$ cat src/rtl/fetch_pc_register.sv
// Program counter and IF/ID pipeline register for the single-issue MIPS
// front end. Selects the next fetch address from the sequential PC+4,
// a taken branch or a jump, and applies stall / flush to IF/ID.
module fetch_pc_register #(
   parameter logic [31:0] RESET_PC  = 32'h0000_0000,
   parameter logic [31:0] NOP_INSTR = 32'h0000_0000
) (
   input  logic        Clk,
   input  logic        Reset,
   input  logic [31:0] PCAddResult,
   input  logic [31:0] Instruction,
   input  logic        BranchTaken,
   input  logic [31:0] BranchTarget,
   input  logic        Jump,
   input  logic [31:0] JumpTarget,
   input  logic        Stall,
   input  logic        Flush,
   output logic [31:0] PCResult,
   output logic [31:0] IFID_PCAdd,
   output logic [31:0] IFID_Instruction,
   output logic        IFID_Valid,
   output logic        AlignFault,
   output logic [31:0] FetchCount
);

   logic        redirect;
   logic [31:0] redirect_target;
   logic        redirect_misaligned;
   logic        load_bubble;
   logic        accept;

   // Decode this cycle's control inputs into redirect / bubble / accept.
   always_comb begin
      redirect            = Jump | BranchTaken;
      // Jump wins over a simultaneous taken branch.
      redirect_target     = Jump ? JumpTarget : BranchTarget;
      redirect_misaligned = redirect && (redirect_target[1:0] != 2'b00);
      // A redirect or an explicit flush squashes whatever is being fetched,
      // even while stalled.
      load_bubble         = redirect | Flush;
      // Only an unstalled, unredirected, unflushed fetch enters IF/ID.
      accept              = !redirect && !Stall && !Flush;
   end

   // PC, IF/ID, fault pulse and fetch counter state.
   always_ff @(posedge Clk) begin
      // NOTE: every register here uses non-blocking assignment so all state
      // samples pre-edge values regardless of statement order.
      if (Reset) begin
         PCResult         <= RESET_PC;
         IFID_PCAdd       <= 32'h0000_0000;
         IFID_Instruction <= NOP_INSTR;
         IFID_Valid       <= 1'b0;
         AlignFault       <= 1'b0;
         FetchCount       <= 32'h0000_0000;
      end else begin
         AlignFault <= redirect_misaligned;

         // Redirect targets are forced word aligned; a stall holds the PC.
         if (redirect) begin
            PCResult <= {redirect_target[31:2], 2'b00};
         end else if (!Stall) begin
            PCResult <= {PCAddResult[31:2], 2'b00};
         end

         if (load_bubble) begin
            IFID_PCAdd       <= 32'h0000_0000;
            IFID_Instruction <= NOP_INSTR;
            IFID_Valid       <= 1'b0;
         end else if (accept) begin
            IFID_PCAdd       <= PCAddResult;
            IFID_Instruction <= Instruction;
            IFID_Valid       <= 1'b1;
         end

         if (accept) begin
            FetchCount <= FetchCount + 32'd1;
         end
      end
   end

endmodule

$ cat config.mk
export PLATFORM = sky130hd
export DESIGN_NAME = fetch_pc_register
export DESIGN_NICKNAME = d
export VERILOG_FILES = /design/src/rtl/fetch_pc_register.sv
export SDC_FILE = /design/constraint.sdc
export NUM_CORES = 1
export LEC_CHECK = 0
export ABC_AREA = 0
export BUFFER_PORTS_ARGS = -buffer_cell sky130_fd_sc_hd__buf_2
export CORE_MARGIN = 1
export CORE_UTILIZATION = 46
export DETAILED_ROUTE_END_ITERATION = 7
export GPL_TIMING_DRIVEN = 0
export PLACE_DENSITY_LB_ADDON = 0.1
export REMOVE_ABC_BUFFERS = 1
export SLEW_MARGIN = 10
export SYNTH_ARGS = -nofsm -noshare
export SYNTH_HDL_FRONTEND = slang
export SYNTH_SLANG_ARGS = --single-unit
$ cat constraint.sdc
create_clock -name Clk -period 2.4 [get_ports Clk]
set_input_delay 0.12 -clock Clk [delete_from_list [all_inputs] [get_ports Clk]]
set_output_delay 0.12 -clock Clk [all_outputs]
set_load 0.1 [all_outputs]
* After elaboration in Yosys (flattened, before gate mapping) *
Cells that the tools add are included.

word-level totals
  register bits after elaboration = 128
  input bits = 134
  output and inout port bits = 130
  word-level logic and storage cells = 21

operators by class
  add/subtract/negate cells = 1
  equal/unequal tests = 1
  mux-type cells = 3
  bitwise logic cells = 2
  reduce and logical (&&, ||, !) cells = 8

operators by type and width
  kind                                                              count
  32-bit 2-to-1 mux                                                 3
  32-bit by 1-bit adder with 32-bit output (second input constant)  1
  1-bit logical AND                                                 3
  1-bit zero test                                                   3
  2-bit by 1-bit != test with 1-bit output (second input constant)  1
  1-bit OR                                                          2
  2-bit nonzero test                                                1
  2-bit OR reduction                                                1

* Logic depth before layout (Yosys ltp) *
Gate-level depths: netlist of the first run.

  word-level depth = 4
  depth in mapped cells = 6
  depth with buffers taken out = 5

* Worst setup path before layout of the first run *
OpenSTA, ideal clock, no wires.

  path type = flip-flop to flip-flop
  start = register FetchCount[3]
  end = register FetchCount[30]
  library setup time = 0.071 ns
  arrival = 2.449 ns
  required time = 2.329 ns
  slack = -0.119 ns
  stages on the path, launching flop included = 7
  path buffers = 2
  clock period less this slack = 2.519 ns
  path through = dfxtp_1 and4_1 clkbuf_1 nand4_1 buf_2 or4_1 a21oi_1

between the ends
  cells in the longest elaborated chain, start to end = 1

ends and longest elaborated chain
  item                                      RTL line  source
  start, declared                           23        output logic [31:0] FetchCount
  start signal, assigned                    77        FetchCount <= FetchCount + 32'd1;
  32-bit by 1-bit adder with 32-bit output  77

No other way between the ends.
A chain may end at the register's enable or synchronous reset.

* Final worst setup path of the first run *
  start = input BranchTaken
  end = register PCResult[28]

between the ends
  cells in the longest elaborated chain, start to end = 2
  elaborated cells on any way between the ends = 3

ends and longest elaborated chain
  item                                                                                            RTL line  source
  start, declared                                                                                 12        input logic BranchTaken,
  1-bit OR (*)                                                                                    34        redirect = Jump | BranchTaken;
  2-bit by 1-bit != test with 1-bit output (no source line) or 32-bit 2-to-1 mux (tied branches)  -
  end signal, assigned                                                                            61        PCResult <= {redirect_target[31:2], 2'b00};
  end signal, assigned                                                                            63        PCResult <= {PCAddResult[31:2], 2'b00};
  end, declared                                                                                   18        output logic [31:0] PCResult,

Every way passes the cells marked *; elsewhere a longest branch is shown, timed or not.

==> impl_table.tex, run 1 <==
\begin{tabular}{lr}
\hline
Metric & Value \\
\hline
\multicolumn{2}{l}{\textbf{Status}} \\
Result of the run & complete, no violations \\
\multicolumn{2}{l}{\textbf{Drt}} \\
Routed length on met1 & 7.58 mm \\
Routed length on met3 & 1.13 mm \\
Initial DRT Pass Iterations & 6 \\
DRC violations left & 0 \\
Met2 routed wirelength & 8.83 mm \\
Remaining number of nets flagged by the antenna check after routing & 0 \\
Uppermost metal layer occupied by signal nets & met4 \\
Total length of routed wires & 18.1 mm \\
Vias per cell & 5.59 \\
Initial DRC Count & 456 \\
Via count of the routed design & 6064 \\
Wirelength per Cell & 16.7 um \\
\multicolumn{2}{l}{\textbf{Timing}} \\
RSZ-0062 raised after global routing & false \\
Post-route setup TNS & 0 ns \\
Tightest Pin Transition & 1.23 ns \\
Hold Violations, Final & 0 \\
Worst hold slack & 0.0135 ns \\
Time the final worst path needs with I/O delays and setup & 2.31 ns \\
Worst clock skew & roughly 0.0033 ns \\
Final period util & a little over nine tenths \\
Worst slew margin & 18.1\% \\
Highest attainable clock frequency & 0.433 GHz \\
Pins Over Slew Limit & 0 \\
Final-report setup violation count & 0 \\
\multicolumn{2}{l}{\textbf{Synthesis}} \\
Dominant combinational cell family by area after synthesis & simple AND/OR/NAND/NOR gates \\
Share of the synthesized netlist area taken by xor and xnor gates & 1.61\% \\
Post-synthesis instance area & between 5000 and 6000 um2 \\
Sequential share of the synthesized area & 47.1\% \\
Number of synthesized register bits & 128 \\
Number of distinct library cells after synthesis & 35 \\
Portion of netlist area occupied by mux cells & approximately 1.0\% \\
Leading area contributor after synthesis & sky130\_fd\_sc\_hd\_\_dfxtp\_1 \\
Top-area cell type share of the netlist area & 47.1\% \\
Syn\_area\_per\_cell & 8.71 um2 \\
Area fraction in compound gates after synthesis & 18.4\% \\
Cell count after synthesis & 624 \\
Yosys warns & 0 \\
Area fraction in and, or, nand and nor cells after synthesis & a little over a quarter \\
Share of synthesized cell area in full adder, half adder and majority cells & less than 1\% \\
Cell types occupying the most area after synthesis & sky130\_fd\_sc\_hd\_\_dfxtp\_1 (47\%), sky130\_fd\_sc\_hd\_\_nor3\_1 (6.7\%), sky130\_fd\_sc\_hd\_\_o221a\_2 (6.2\%) \\
\multicolumn{2}{l}{\textbf{Floorplan}} \\
Number of cell rows & 39 \\
Total I/O pin count & 264 \\
Floorplan core area & 11500 um2 \\
Effective utilization at floorplan & between 40\% and 50\% \\
Die area & 12300 um2 \\
Height of the chip & roughly 110 um \\
Die boundary width & 111 um \\
\multicolumn{2}{l}{\textbf{GRT}} \\
Maximum number of pins on one net before global-route repair & 71 \\
Via count of the first global-routing pass & 5810 \\
Wire length of the first global-routing pass & roughly 29 mm \\
Number of antenna violations at the first check in global routing & 0 \\
Global router's overall resource usage & between 20\% and 30\% \\
Global-route congestion overflow total & 0 \\
\multicolumn{2}{l}{\textbf{Setup path}} \\
Critical Path Start Type & input pin \\
Crit Path Class & input pin to flop \\
Critical path arrival & 2.58 ns \\
Kind of end point of the critical path & flop \\
Reg2Reg Depth & 4 \\
Startpoint of the lowest-slack register-to-register path & FetchCount[3] \\
Endpoint of the lowest-slack register-to-register path & FetchCount[31] \\
Critical-path maximum fanout & just under 70 \\
Required time at the worst-slack endpoint & 2.67 ns \\
Reg2reg setup slack & roughly 0.4 ns \\
\multicolumn{2}{l}{\textbf{Clock network}} \\
Number of clock sinks & 128 \\
Clk Latency, worst-skew pair & approximately 0.4 ns \\
H-Tree Level Count & 4 \\
Clock transition at the registers of the reported paths & 0.05 ns \\
TritonCTS clock tree & built \\
Worst-case clock buffer depth & 2 \\
Total clock buffers created by CTS & 17 \\
Master cell of the clock root buffer & sky130\_fd\_sc\_hd\_\_clkbuf\_16 \\
Gates resized, CTS repair & 0 \\
\multicolumn{2}{l}{\textbf{Placement}} \\
Count of port buffers added during placement & 261 \\
HPWL reported at the end of detailed placement & $\sim$12 mm \\
Post-place instance area & around 6800 um2 \\
Cell count after placement & 978 \\
Final estimated routing congestion in global placement & around 0.86 \\
\multicolumn{2}{l}{\textbf{Worst hold path}} \\
Hold Path Stages & 3 \\
Class of the tightest hold or removal check & input pin to flop \\
Origin of the worst min-delay path & PCAddResult[1] \\
Endpoint, Worst Hold & IFID\_PCAdd[1] \\
\multicolumn{2}{l}{\textbf{Job}} \\
Max-cap check violation count & 0 \\
\multicolumn{2}{l}{\textbf{Cells and area}} \\
Area taken by flip-flops and latches & 2560 um2 \\
Final cell area excluding filler cells & 8140 um2 \\
Filler instances & 891 \\
Area used by multi-input combinational logic & 2650 um2 \\
Final net count & 1069 \\
Number of standard cells in the layout, taps in and fillers out & 1085 \\
Growth of design area from synthesis to finish & 49.6\% \\
Fraction of layout cells with a size suffix above 1 & 35.4\% \\
N\_diodes & 0 \\
\multicolumn{2}{l}{\textbf{Power}} \\
Pleak & 3.54 nW \\
Worst IR drop on VDD & around 0.44 mV \\
Power Density & 652 nW/um2 \\
\hline
\end{tabular}
-- critical path: stages --
cell                            delay [ns]
sky130_fd_sc_hd__buf_2                0.88
sky130_fd_sc_hd__nor3_4               0.29
sky130_fd_sc_hd__buf_8                0.26
sky130_fd_sc_hd__a221oi_1             0.33
sky130_fd_sc_hd__dlygate4sd3_1        0.61
sky130_fd_sc_hd__nor2_1               0.04
-- worst max-delay path by stage --
stage                start             end  depth (start not counted)
2_1_floorplan         Jump  IFID_PCAdd[10]                          2
3_3_place_gp         Reset   IFID_PCAdd[6]                          3
3_5_place_dp          Jump  FetchCount[24]                          6
4_1_cts        BranchTaken  FetchCount[24]                          6
5_1_grt        BranchTaken    PCResult[14]                          6
6_report       BranchTaken    PCResult[28]                          6
-- Yosys cell counts --
cell	count
sky130_fd_sc_hd__nor2_1	72
sky130_fd_sc_hd__nor3_2	1
sky130_fd_sc_hd__nor2b_1	16
sky130_fd_sc_hd__inv_1	4
sky130_fd_sc_hd__ha_1	1
sky130_fd_sc_hd__nor4_4	1
sky130_fd_sc_hd__xor2_1	6
sky130_fd_sc_hd__o31ai_1	11
sky130_fd_sc_hd__nand3_1	9
sky130_fd_sc_hd__and3_1	3
sky130_fd_sc_hd__a21oi_1	47
sky130_fd_sc_hd__mux2_2	5
sky130_fd_sc_hd__and2_1	2
sky130_fd_sc_hd__clkbuf_1	40
sky130_fd_sc_hd__nand4_1	11
sky130_fd_sc_hd__buf_1	15
sky130_fd_sc_hd__o21ai_0	16
sky130_fd_sc_hd__xnor2_1	4
sky130_fd_sc_hd__buf_2	3
sky130_fd_sc_hd__o21a_1	1
sky130_fd_sc_hd__and4_1	4
sky130_fd_sc_hd__a211oi_1	1
sky130_fd_sc_hd__o221a_2	30
sky130_fd_sc_hd__dfxtp_1	128
sky130_fd_sc_hd__or4_1	13
sky130_fd_sc_hd__nor3_1	73
sky130_fd_sc_hd__or3_1	6
sky130_fd_sc_hd__conb_1	1
sky130_fd_sc_hd__nand3b_1	19
sky130_fd_sc_hd__nand2_1	33
sky130_fd_sc_hd__a22oi_1	11
sky130_fd_sc_hd__nor4_1	4
sky130_fd_sc_hd__a221oi_1	19
sky130_fd_sc_hd__buf_4	2
sky130_fd_sc_hd__nor3b_1	12
-- power by group --
| part | internal [mW] | leakage [nW] | switching, mW | total [mW] |
|---|---|---|---|---|
| registers | 2.17 | 1.04 | 0.0226 | 2.19 |
| clock network | 1.40 | 0.248 | 0.843 | 2.24 |
| logic | 0.292 | 2.26 | 0.581 | 0.873 |
| total | 3.86 | 3.54 | 1.45 | 5.31 |
-- state kept, by name (all words and copies together), names as in the netlist --
| signal | cells |
|---|---|
| PCResult | 30 |
| FetchCount | 32 |
| AlignFault | 1 |
| IFID_Instruction | 32 |
| IFID_Valid | 1 |
| IFID_PCAdd | 32 |
-- per-stage QoR --
stage | total power, mW | setup slack (ns) | utilization (%)
finish | 5.31 | 0.0897 | 70.9
global route | 5.48 | 0.00169 | 70.9
global placement | 2.95 | -2.66 | 58.3
CTS | 5.32 | 0.162 | 70.8
detailed placement | 2.97 | -0.274 | 59.5
floorplan | 2.69 | -0.425 | -
-- metal layers --
metal | vias up | track usage [%]
li1 | 2922 | -
met3 | 47 | 6.67
met1 | 2836 | 35.0
met5 | - | 0
met2 | 259 | 49.1
met4 | 0 | 14.8
-- cells in the final DEF, fill, tap and decap left out, types with 4 or more instances in the layout --
cell type and instances:
sky130_fd_sc_hd__buf_4 6, sky130_fd_sc_hd__xnor2_1 4, sky130_fd_sc_hd__dfxtp_1 128, sky130_fd_sc_hd__o21ai_0 16, sky130_fd_sc_hd__dlygate4sd3_1 79, sky130_fd_sc_hd__clkbuf_16 17, sky130_fd_sc_hd__or4_1 13, sky130_fd_sc_hd__and4_1 4
sky130_fd_sc_hd__nor2b_1 16, sky130_fd_sc_hd__buf_2 259, sky130_fd_sc_hd__nand3b_1 19, sky130_fd_sc_hd__o221a_2 30, sky130_fd_sc_hd__nor3_1 73, sky130_fd_sc_hd__a22oi_1 11, sky130_fd_sc_hd__or3_1 5, sky130_fd_sc_hd__xor2_1 6
sky130_fd_sc_hd__clkbuf_1 5, sky130_fd_sc_hd__o31ai_1 11, sky130_fd_sc_hd__mux2_2 5, sky130_fd_sc_hd__nor2_1 72, sky130_fd_sc_hd__inv_1 4, sky130_fd_sc_hd__nand4_1 11, sky130_fd_sc_hd__clkbuf_8 4, sky130_fd_sc_hd__a21oi_1 47
sky130_fd_sc_hd__nand2_1 33, sky130_fd_sc_hd__nand3_1 9, sky130_fd_sc_hd__nor3b_1 11, sky130_fd_sc_hd__a221oi_1 19
-- repair_timing --
item,4_1_cts,5_1_grt
setup buffers,0,1
hold buffers,79,0
endpoints found under the hold margin,62,0
endpoints found under the setup margin,0,7
-- cell families (layout without fill, tap and decap cells) --
kind of cell / Yosys count / in the layout
compound gates: 136 / 136
simple gates: 279 / 279
flops: 128 / 128
buf+inv: 64 / 381
xor+xnor: 10 / 10
other cells: 1 / 2
fa+ha+maj: 1 / 1
mux: 5 / 5
-- final cells by class --
cell class	count	share of cell area, %
multi-input cells	433	32.5
flip-flops and latches	128	31.5
repair buffers	350	27.4
clock buffers	26	6.14
well taps	143	2.20
inverters	4	0.185
clock inverters	1	0.0615
(Power assumes the default switching activity.)
==> inputs of run 2 (changes only) <==
- CORE_UTILIZATION: 46 -> 50
- MAX_ROUTING_LAYER: not set -> met4
- clock period: 2.4 -> 2.9 ns (I/O delays scaled with it)
==> run 2 against run 1 <==
  * Register-to-register slack improved by 0.27 ns
  * Design area increased by 5.5%
  * Setup slack improved by 0.24 ns
==> impl_table.tex, run 2 (synthesized netlist as in run 1, its figures left out) <==
\begin{tabular}{lr}
\hline
Metric & Value \\
\hline
\multicolumn{2}{l}{\textbf{Status}} \\
Result of the run & complete, no violations (unchanged) \\
\multicolumn{2}{l}{\textbf{Clock network}} \\
H-Tree Level Count & 4 (unchanged) \\
Number of clock sinks & 128 (unchanged) \\
TritonCTS clock tree & built (unchanged) \\
Clk Latency, worst-skew pair & 0.52 ns (was 0.41 ns) \\
Clock transition at the registers of the reported paths & 0.06 ns (was 0.05 ns) \\
Gates resized, CTS repair & 0 (unchanged) \\
Worst-case clock buffer depth & 2 (unchanged) \\
Total clock buffers created by CTS & 17 (unchanged) \\
Master cell of the clock root buffer & sky130\_fd\_sc\_hd\_\_clkbuf\_8 (was sky130\_fd\_sc\_hd\_\_clkbuf\_16) \\
\multicolumn{2}{l}{\textbf{Worst hold path}} \\
Class of the tightest hold or removal check & input pin to flop (unchanged) \\
\multicolumn{2}{l}{\textbf{Drt}} \\
Via count of the routed design & 6450 (was 6064) \\
Uppermost metal layer occupied by signal nets & met4 (unchanged) \\
Initial DRC Count & 724 (was 456) \\
Routed length on met1 & 7.71 mm (was 7.58 mm) \\
DRC violations left & 0 (unchanged) \\
Routed length on met3 & 1.64 mm (was 1.13 mm) \\
Met2 routed wirelength & 9.80 mm (was 8.83 mm) \\
Total length of routed wires & 20.1 mm (was 18.1 mm) \\
Remaining number of nets flagged by the antenna check after routing & 0 (unchanged) \\
Initial DRT Pass Iterations & 5 (was 6) \\
Vias per cell & 5.78 (was 5.59) \\
Wirelength per Cell & 18.0 um (was 16.7 um) \\
\multicolumn{2}{l}{\textbf{Power}} \\
Pleak & 3.72 nW (was 3.54 nW) \\
Power Density & 562 nW/um2 (was 652 nW/um2) \\
Worst IR drop on VDD & 0.351 mV (was 0.440 mV) \\
Post-route total power & 4.83 mW (was 5.31 mW) \\
\multicolumn{2}{l}{\textbf{Timing}} \\
Final period util & between 80\% and 90\% \\
Worst clock skew & 0.00447 ns (was 0.00326 ns) \\
Post-route setup TNS & 0 ns (unchanged) \\
Highest attainable clock frequency & 0.389 GHz \\
Worst hold slack & 0.0273 ns (was 0.0135 ns) \\
Time the final worst path needs with I/O delays and setup & 2.57 ns \\
Hold Violations, Final & 0 (unchanged) \\
Worst slew margin & 19.6\% (was 18.1\%) \\
Final-report setup violation count & 0 (unchanged) \\
RSZ-0062 raised after global routing & false (unchanged) \\
Tightest Pin Transition & 1.21 ns (was 1.23 ns) \\
Pins Over Slew Limit & 0 (unchanged) \\
\multicolumn{2}{l}{\textbf{Cells and area}} \\
Area used by multi-input combinational logic & 2650 um2 (unchanged) \\
Most common cell after layout, fill and taps aside & sky130\_fd\_sc\_hd\_\_buf\_2 (unchanged) \\
Growth of design area from synthesis to finish & 57.8\% (was 49.6\%) \\
Most frequent cells in the layout & sky130\_fd\_sc\_hd\_\_buf\_2 (259), sky130\_fd\_sc\_hd\_\_dfxtp\_1 (128), sky130\_fd\_sc\_hd\_\_dlygate4sd3\_1 (113) (was sky130\_fd\_sc\_hd\_\_buf\_2 (259), sky130\_fd\_sc\_hd\_\_dfxtp\_1 (128), sky130\_fd\_sc\_hd\_\_dlygate4sd3\_1 (79)) \\
Area taken by flip-flops and latches & 2560 um2 (unchanged) \\
Fraction of layout cells with a size suffix above 1 & 34.8\% (was 35.4\%) \\
Top flop regs & FetchCount: 32 flops, IFID\_Instruction: 32 flops, IFID\_PCAdd: 32 flops (unchanged) \\
Post-layout util & 82.4\% (was 70.9\%) \\
Final net count & 1101 (was 1069) \\
Final cell area excluding filler cells & 8580 um2 (was 8140 um2) \\
Filler instances & 617 (was 891) \\
\multicolumn{2}{l}{\textbf{Setup path}} \\
Critical-path maximum fanout & 68 (unchanged) \\
Critical path arrival & 3.01 ns (was 2.58 ns) \\
Worst path buffer plus inverter count & 1 (was 3) \\
Kind of end point of the critical path & flop (unchanged) \\
Crit Path Class & input pin to flop (unchanged) \\
Critical Path Start Type & input pin (unchanged) \\
Required time at the worst-slack endpoint & 3.34 ns (was 2.67 ns) \\
Critical Path Max Stage Delay & 0.86 ns (was 0.88 ns) \\
Category of cells accounting for the largest share of critical-path delay & simple AND/OR/NAND/NOR gates (was buffers and inverters) \\
Max stage delay cell, worst path & sky130\_fd\_sc\_hd\_\_nor4\_4 (was sky130\_fd\_sc\_hd\_\_buf\_2) \\
CP cell instances & buf\_2, nor4\_4, nand4\_1, or4\_1, a21oi\_1 (was buf\_2, nor3\_4, buf\_8, a221oi\_1, dlygate4sd3\_1, nor2\_1) \\
\multicolumn{2}{l}{\textbf{Job}} \\
Max-cap check violation count & 0 (unchanged) \\
\multicolumn{2}{l}{\textbf{Floorplan}} \\
Total I/O pin count & 264 (unchanged) \\
Floorplan core area & 10400 um2 (was 11500 um2) \\
Die boundary width & 106 um (was 111 um) \\
Effective utilization at floorplan & 52.2\% (was 47.4\%) \\
Height of the chip & 106 um (was 111 um) \\
Number of cell rows & 37 (was 39) \\
Die area & 11300 um2 (was 12300 um2) \\
\multicolumn{2}{l}{\textbf{Placement}} \\
HPWL reported at the end of detailed placement & 11.4 mm (was 11.6 mm) \\
Final estimated routing congestion in global placement & 0.862 (was 0.863) \\
Post-place instance area & 6810 um2 (was 6830 um2) \\
Count of port buffers added during placement & 261 (unchanged) \\
\multicolumn{2}{l}{\textbf{GRT}} \\
Number of antenna violations at the first check in global routing & 1 (was 0) \\
Global-route congestion overflow total & 0 (unchanged) \\
Global router's overall resource usage & 37.0\% (was 29.2\%) \\
Maximum number of pins on one net before global-route repair & 71 (unchanged) \\
Via count of the first global-routing pass & 6302 (was 5810) \\
Wire length of the first global-routing pass & 31.8 mm (was 28.8 mm) \\
\hline
\end{tabular}
## run 2: changes by cell type in the layout (fill, tap and decap cells not counted), moves of 2 or more
cell,change
sky130_fd_sc_hd__bufinv_16,+4
sky130_fd_sc_hd__dlygate4sd3_1,+34
sky130_fd_sc_hd__buf_4,-2
sky130_fd_sc_hd__clkinvlp_4,+4
sky130_fd_sc_hd__clkinv_4,+3
sky130_fd_sc_hd__clkbuf_1,-5
## run 2: report_power, final
part           internal (mW)  leakage, nW  switching, mW  total [mW]
Clock                   1.44        0.296          0.798        2.24
Combinational          0.273         2.39          0.498       0.771
Sequential              1.79         1.04         0.0202        1.81
## run 2: area by class of cell
class / instances / area share (%)
well taps: 136 / 1.98
multi-input cells: 433 / 30.8
clock inverters: 13 / 2.17
diodes: 1 / 0.0292
flip-flops and latches: 128 / 29.9
repair buffers: 382 / 29.8
inverters: 4 / 0.175
clock buffers: 19 / 5.15
## run 2: path summary, 6_finish.rpt
check / startpoint / end / slack (ns) / cells past startpoint
setup / recovery: BranchTaken / FetchCount[24] / 0.33 / 5
hold / removal: BranchTarget[30] / PCResult[30] / 0.03 / 4
setup reg to reg: FetchCount[0] / FetchCount[24] / 0.66 / 5
hold reg to reg: IFID_Valid / IFID_Valid / 0.49 / 2
## run 2: per-layer routing
layer / vias to the layer above / track usage [%]
li1: 2981 / -
met1: 3018 / 41.3
met2: 366 / 58.0
met3: 85 / 12.3
met4: 0 / 20.9
met5: - / -
## run 2: repair_timing
item,in CTS,in global routing
setup endpoints to repair,0,7
endpoints found under the hold margin,93,0
buffers inserted,0,0
hold buffers,113,0
## run 2: metrics by stage
step	setup slack [ns]	cells
floorplan	0.0499	565
global placement	-2.06	962
detailed placement	-0.274	970
CTS	0.260	1115
global route	0.00516	1116
finish	0.331	1116
## run 2: worst register-to-register path, stage by stage, from the launching register on
cell and delay (ns):
sky130_fd_sc_hd__dfxtp_1 0.40, sky130_fd_sc_hd__ha_1 0.22, sky130_fd_sc_hd__and2_1 0.25, sky130_fd_sc_hd__nand4_1 0.46, sky130_fd_sc_hd__or4_1 0.68, sky130_fd_sc_hd__a21oi_1 0.16
==> inputs of run 3 (changes only) <==
- clock period: 2.9 -> 3.08 ns (I/O delays scaled with it)
==> run 3 against run 2 <==
  * First-iteration DRC count fell by 2.6%
  * Via count is 0.68% higher
  * Sequential cell count is the same
  * Design area is the same
  * Cell count unchanged
  * Routed wire length is 0.17% higher
  * Critical path type unchanged
  * Critical endpoint is now FetchCount[26]
  * Largest cell class unchanged
==> impl_table.tex, run 3 (synthesized netlist as in run 1, its figures left out) <==
\begin{tabular}{lr}
\hline
Metric & Value \\
\hline
\multicolumn{2}{l}{\textbf{Status}} \\
Result of the run & complete, no violations (unchanged) \\
\multicolumn{2}{l}{\textbf{Clock network}} \\
Master cell of the clock root buffer & sky130\_fd\_sc\_hd\_\_clkbuf\_8 (unchanged) \\
Clk Latency, worst-skew pair & 0.52 ns (about the same) \\
Number of clock sinks & 128 (unchanged) \\
Clock transition at the registers of the reported paths & 0.06 ns (about the same) \\
H-Tree Level Count & 4 (unchanged) \\
Post-CTS setup buffers & 0 (unchanged) \\
Worst-case clock buffer depth & 2 (unchanged) \\
TritonCTS clock tree & built (unchanged) \\
Total clock buffers created by CTS & 17 (unchanged) \\
\multicolumn{2}{l}{\textbf{Placement}} \\
HPWL reported at the end of detailed placement & 11.4 mm (unchanged) \\
Pre-CTS WS & -0.103 ns (was -0.274 ns) \\
Post-place instance area & 6810 um2 (unchanged) \\
Count of port buffers added during placement & 261 (unchanged) \\
Final estimated routing congestion in global placement & 0.862 (unchanged) \\
\multicolumn{2}{l}{\textbf{Setup path}} \\
Instance count on the critical path & 5 (unchanged) \\
Required time at the worst-slack endpoint & 3.52 ns (was 3.34 ns) \\
Reg2reg setup slack & 0.83 ns (was 0.66 ns) \\
Critical Path Start Type & input pin (unchanged) \\
Critical path arrival & 3.14 ns (was 3.01 ns) \\
Max stage delay cell, worst path & sky130\_fd\_sc\_hd\_\_nor4\_4 (unchanged) \\
Kind of end point of the critical path & flop (unchanged) \\
Category of cells accounting for the largest share of critical-path delay & simple AND/OR/NAND/NOR gates (unchanged) \\
Endpoint of the lowest-slack register-to-register path & FetchCount[26] (was FetchCount[24]) \\
Crit Path Class & input pin to flop (unchanged) \\
Critical-path maximum fanout & 68 (unchanged) \\
Reg2Reg Depth & 5 (unchanged) \\
Worst path buffer plus inverter count & 1 (unchanged) \\
Critical Path Max Stage Delay & 0.97 ns (was 0.86 ns) \\
CP cell instances & buf\_2, nor4\_4, nand4\_1, or4\_1, a21oi\_1 (unchanged) \\
Startpoint of the lowest-slack register-to-register path & FetchCount[0] (unchanged) \\
\multicolumn{2}{l}{\textbf{Drt}} \\
Initial DRC Count & 705 (was 724) \\
Vias per cell & 5.82 (was 5.78) \\
Initial DRT Pass Iterations & 5 (unchanged) \\
DRC violations left & 0 (unchanged) \\
Total length of routed wires & 20.1 mm (about the same) \\
Wirelength per Cell & 18.0 um (about the same) \\
Via count of the routed design & 6494 (was 6450) \\
Remaining number of nets flagged by the antenna check after routing & 0 (unchanged) \\
\multicolumn{2}{l}{\textbf{Job}} \\
Max-cap check violation count & 0 (unchanged) \\
\multicolumn{2}{l}{\textbf{Power}} \\
Logic pwr share & 16.0\% (about the same) \\
Power Density & 530 nW/um2 (was 562 nW/um2) \\
Sequential cell fraction of total power & 37.6\% (about the same) \\
Switching power & 1.24 mW (was 1.32 mW) \\
Pleak & 3.72 nW (unchanged) \\
Worst IR drop on VDD & 0.330 mV (was 0.351 mV) \\
Cell-internal power & 3.30 mW (was 3.51 mW) \\
Net Sw Frac & 27.3\% (about the same) \\
Power share of the clock group & 46.4\% (about the same) \\
\multicolumn{2}{l}{\textbf{Cells and area}} \\
Final net count & 1101 (unchanged) \\
Top flop regs & FetchCount: 32 flops, IFID\_Instruction: 32 flops, IFID\_PCAdd: 32 flops (unchanged) \\
Area used by multi-input combinational logic & 2650 um2 (unchanged) \\
Final cell area excluding filler cells & 8580 um2 (unchanged) \\
Post-layout util & 82.4\% (unchanged) \\
Most common cell after layout, fill and taps aside & sky130\_fd\_sc\_hd\_\_buf\_2 (unchanged) \\
Filler instances & 617 (unchanged) \\
Area taken by flip-flops and latches & 2560 um2 (unchanged) \\
Fraction of layout cells with a size suffix above 1 & 34.8\% (unchanged) \\
Most frequent cells in the layout & sky130\_fd\_sc\_hd\_\_buf\_2 (259), sky130\_fd\_sc\_hd\_\_dfxtp\_1 (128), sky130\_fd\_sc\_hd\_\_dlygate4sd3\_1 (113) (unchanged) \\
Growth of design area from synthesis to finish & 57.8\% (unchanged) \\
\multicolumn{2}{l}{\textbf{Floorplan}} \\
Die boundary width & 106 um (unchanged) \\
Effective utilization at floorplan & 52.2\% (unchanged) \\
Number of cell rows & 37 (unchanged) \\
Height of the chip & 106 um (unchanged) \\
Floorplan core area & 10400 um2 (unchanged) \\
Die area & 11300 um2 (unchanged) \\
Total I/O pin count & 264 (unchanged) \\
\multicolumn{2}{l}{\textbf{GRT}} \\
Via count of the first global-routing pass & 6302 (unchanged) \\
Number of antenna violations at the first check in global routing & 1 (unchanged) \\
Global-route congestion overflow total & 0 (unchanged) \\
Global router's overall resource usage & 37.0\% (unchanged) \\
Wire length of the first global-routing pass & 31.8 mm (unchanged) \\
Maximum number of pins on one net before global-route repair & 71 (unchanged) \\
\multicolumn{2}{l}{\textbf{Timing}} \\
Final-report setup violation count & 0 (unchanged) \\
Hold Violations, Final & 0 (unchanged) \\
Worst-case setup margin in the final layout & 0.378 ns (was 0.331 ns) \\
Tightest Pin Transition & 1.21 ns (about the same) \\
Worst slew margin & 19.2\% (was 19.6\%) \\
Worst clock skew & 0.00362 ns (was 0.00447 ns) \\
Pins Over Slew Limit & 0 (unchanged) \\
RSZ-0062 raised after global routing & false (unchanged) \\
Time the final worst path needs with I/O delays and setup & 2.70 ns \\
Final period util & 87.7\% \\
Highest attainable clock frequency & 0.370 GHz \\
\multicolumn{2}{l}{\textbf{Worst hold path}} \\
Endpoint, Worst Hold & PCResult[31] (was PCResult[30]) \\
Origin of the worst min-delay path & BranchTarget[31] (was BranchTarget[30]) \\
Class of the tightest hold or removal check & input pin to flop (unchanged) \\
Hold Path Stages & 4 (unchanged) \\
\hline
\end{tabular}
-- run 3: worst max-delay path by stage --
stage                      from        endpoint  slack, ns
finish              BranchTaken  FetchCount[26]       0.38
global route        BranchTaken  FetchCount[24]       0.07
CTS                        Jump  FetchCount[26]       0.43
detailed placement         Jump  FetchCount[26]      -0.10
global placement          Reset   IFID_PCAdd[5]      -1.89
floorplan                  Jump  IFID_PCAdd[10]       0.22
-- run 3: per-layer routing --
| metal | share of wire [%] | vias to the layer above | GRT usage, % |
|---|---|---|---|
| li1 | - | 2985 | - |
| met1 | 38 | 3042 | 41.3 |
| met2 | 49 | 380 | 58.0 |
| met3 | 8.3 | 87 | 12.3 |
| met4 | 4.6 | 0 | 20.9 |
| met5 | 0 | - | - |
-- run 3: per-stage QoR --
stage | std cells | power, mW | hold WS [ns] | setup TNS [ns]
after floorplan | 565 | 2.10 | 0.223 | 0
after global placement | 962 | 2.29 | 0.400 | -106.33
after detailed placement | 970 | 2.31 | 0.411 | -0.505
after CTS | 1115 | 4.53 | 0.0113 | 0
after global routing | 1116 | 4.69 | 0.0486 | 0
final | 1116 | 4.54 | 0.0366 | 0
-- run 3: final cells by class --
| type | instances | share of cell area, % |
|---|---|---|
| diodes | 1 | 0.0292 |
| clock buffers | 19 | 5.15 |
| clock inverters | 13 | 2.17 |
| inverters | 4 | 0.175 |
| multi-input cells | 433 | 30.8 |
| flip-flops and latches | 128 | 29.9 |
| well taps | 136 | 1.98 |
| repair buffers | 382 | 29.8 |
-- run 3: tightest hold or removal path, delay by kind of cell --
kind / cells / cell delay (ns)
AO/OA/AOI/OAI: 2 / 0.16
buffers and inverters: 1 / 0.07
AND/OR/NAND/NOR: 1 / 0.12
-- run 3: power by group through the flow --
| stage | clock, mW | sequential (mW) | combinational [mW] |
|---|---|---|---|
| after CTS | 2.12 | 1.71 | 0.700 |
| after global routing | 2.21 | 1.71 | 0.764 |
| after floorplan | 0 | 1.98 | 0.122 |
| after global placement | 0 | 1.74 | 0.555 |
| final | 2.11 | 1.71 | 0.726 |
| after detailed placement | 0 | 1.74 | 0.572 |
-- run 3: what timing repair did --
item | CTS | global route
endpoints found under the hold margin | 93 | 0
resized for setup | 0 | 0
hold buffers | 113 | 0
endpoints found under the setup margin | 0 | 0
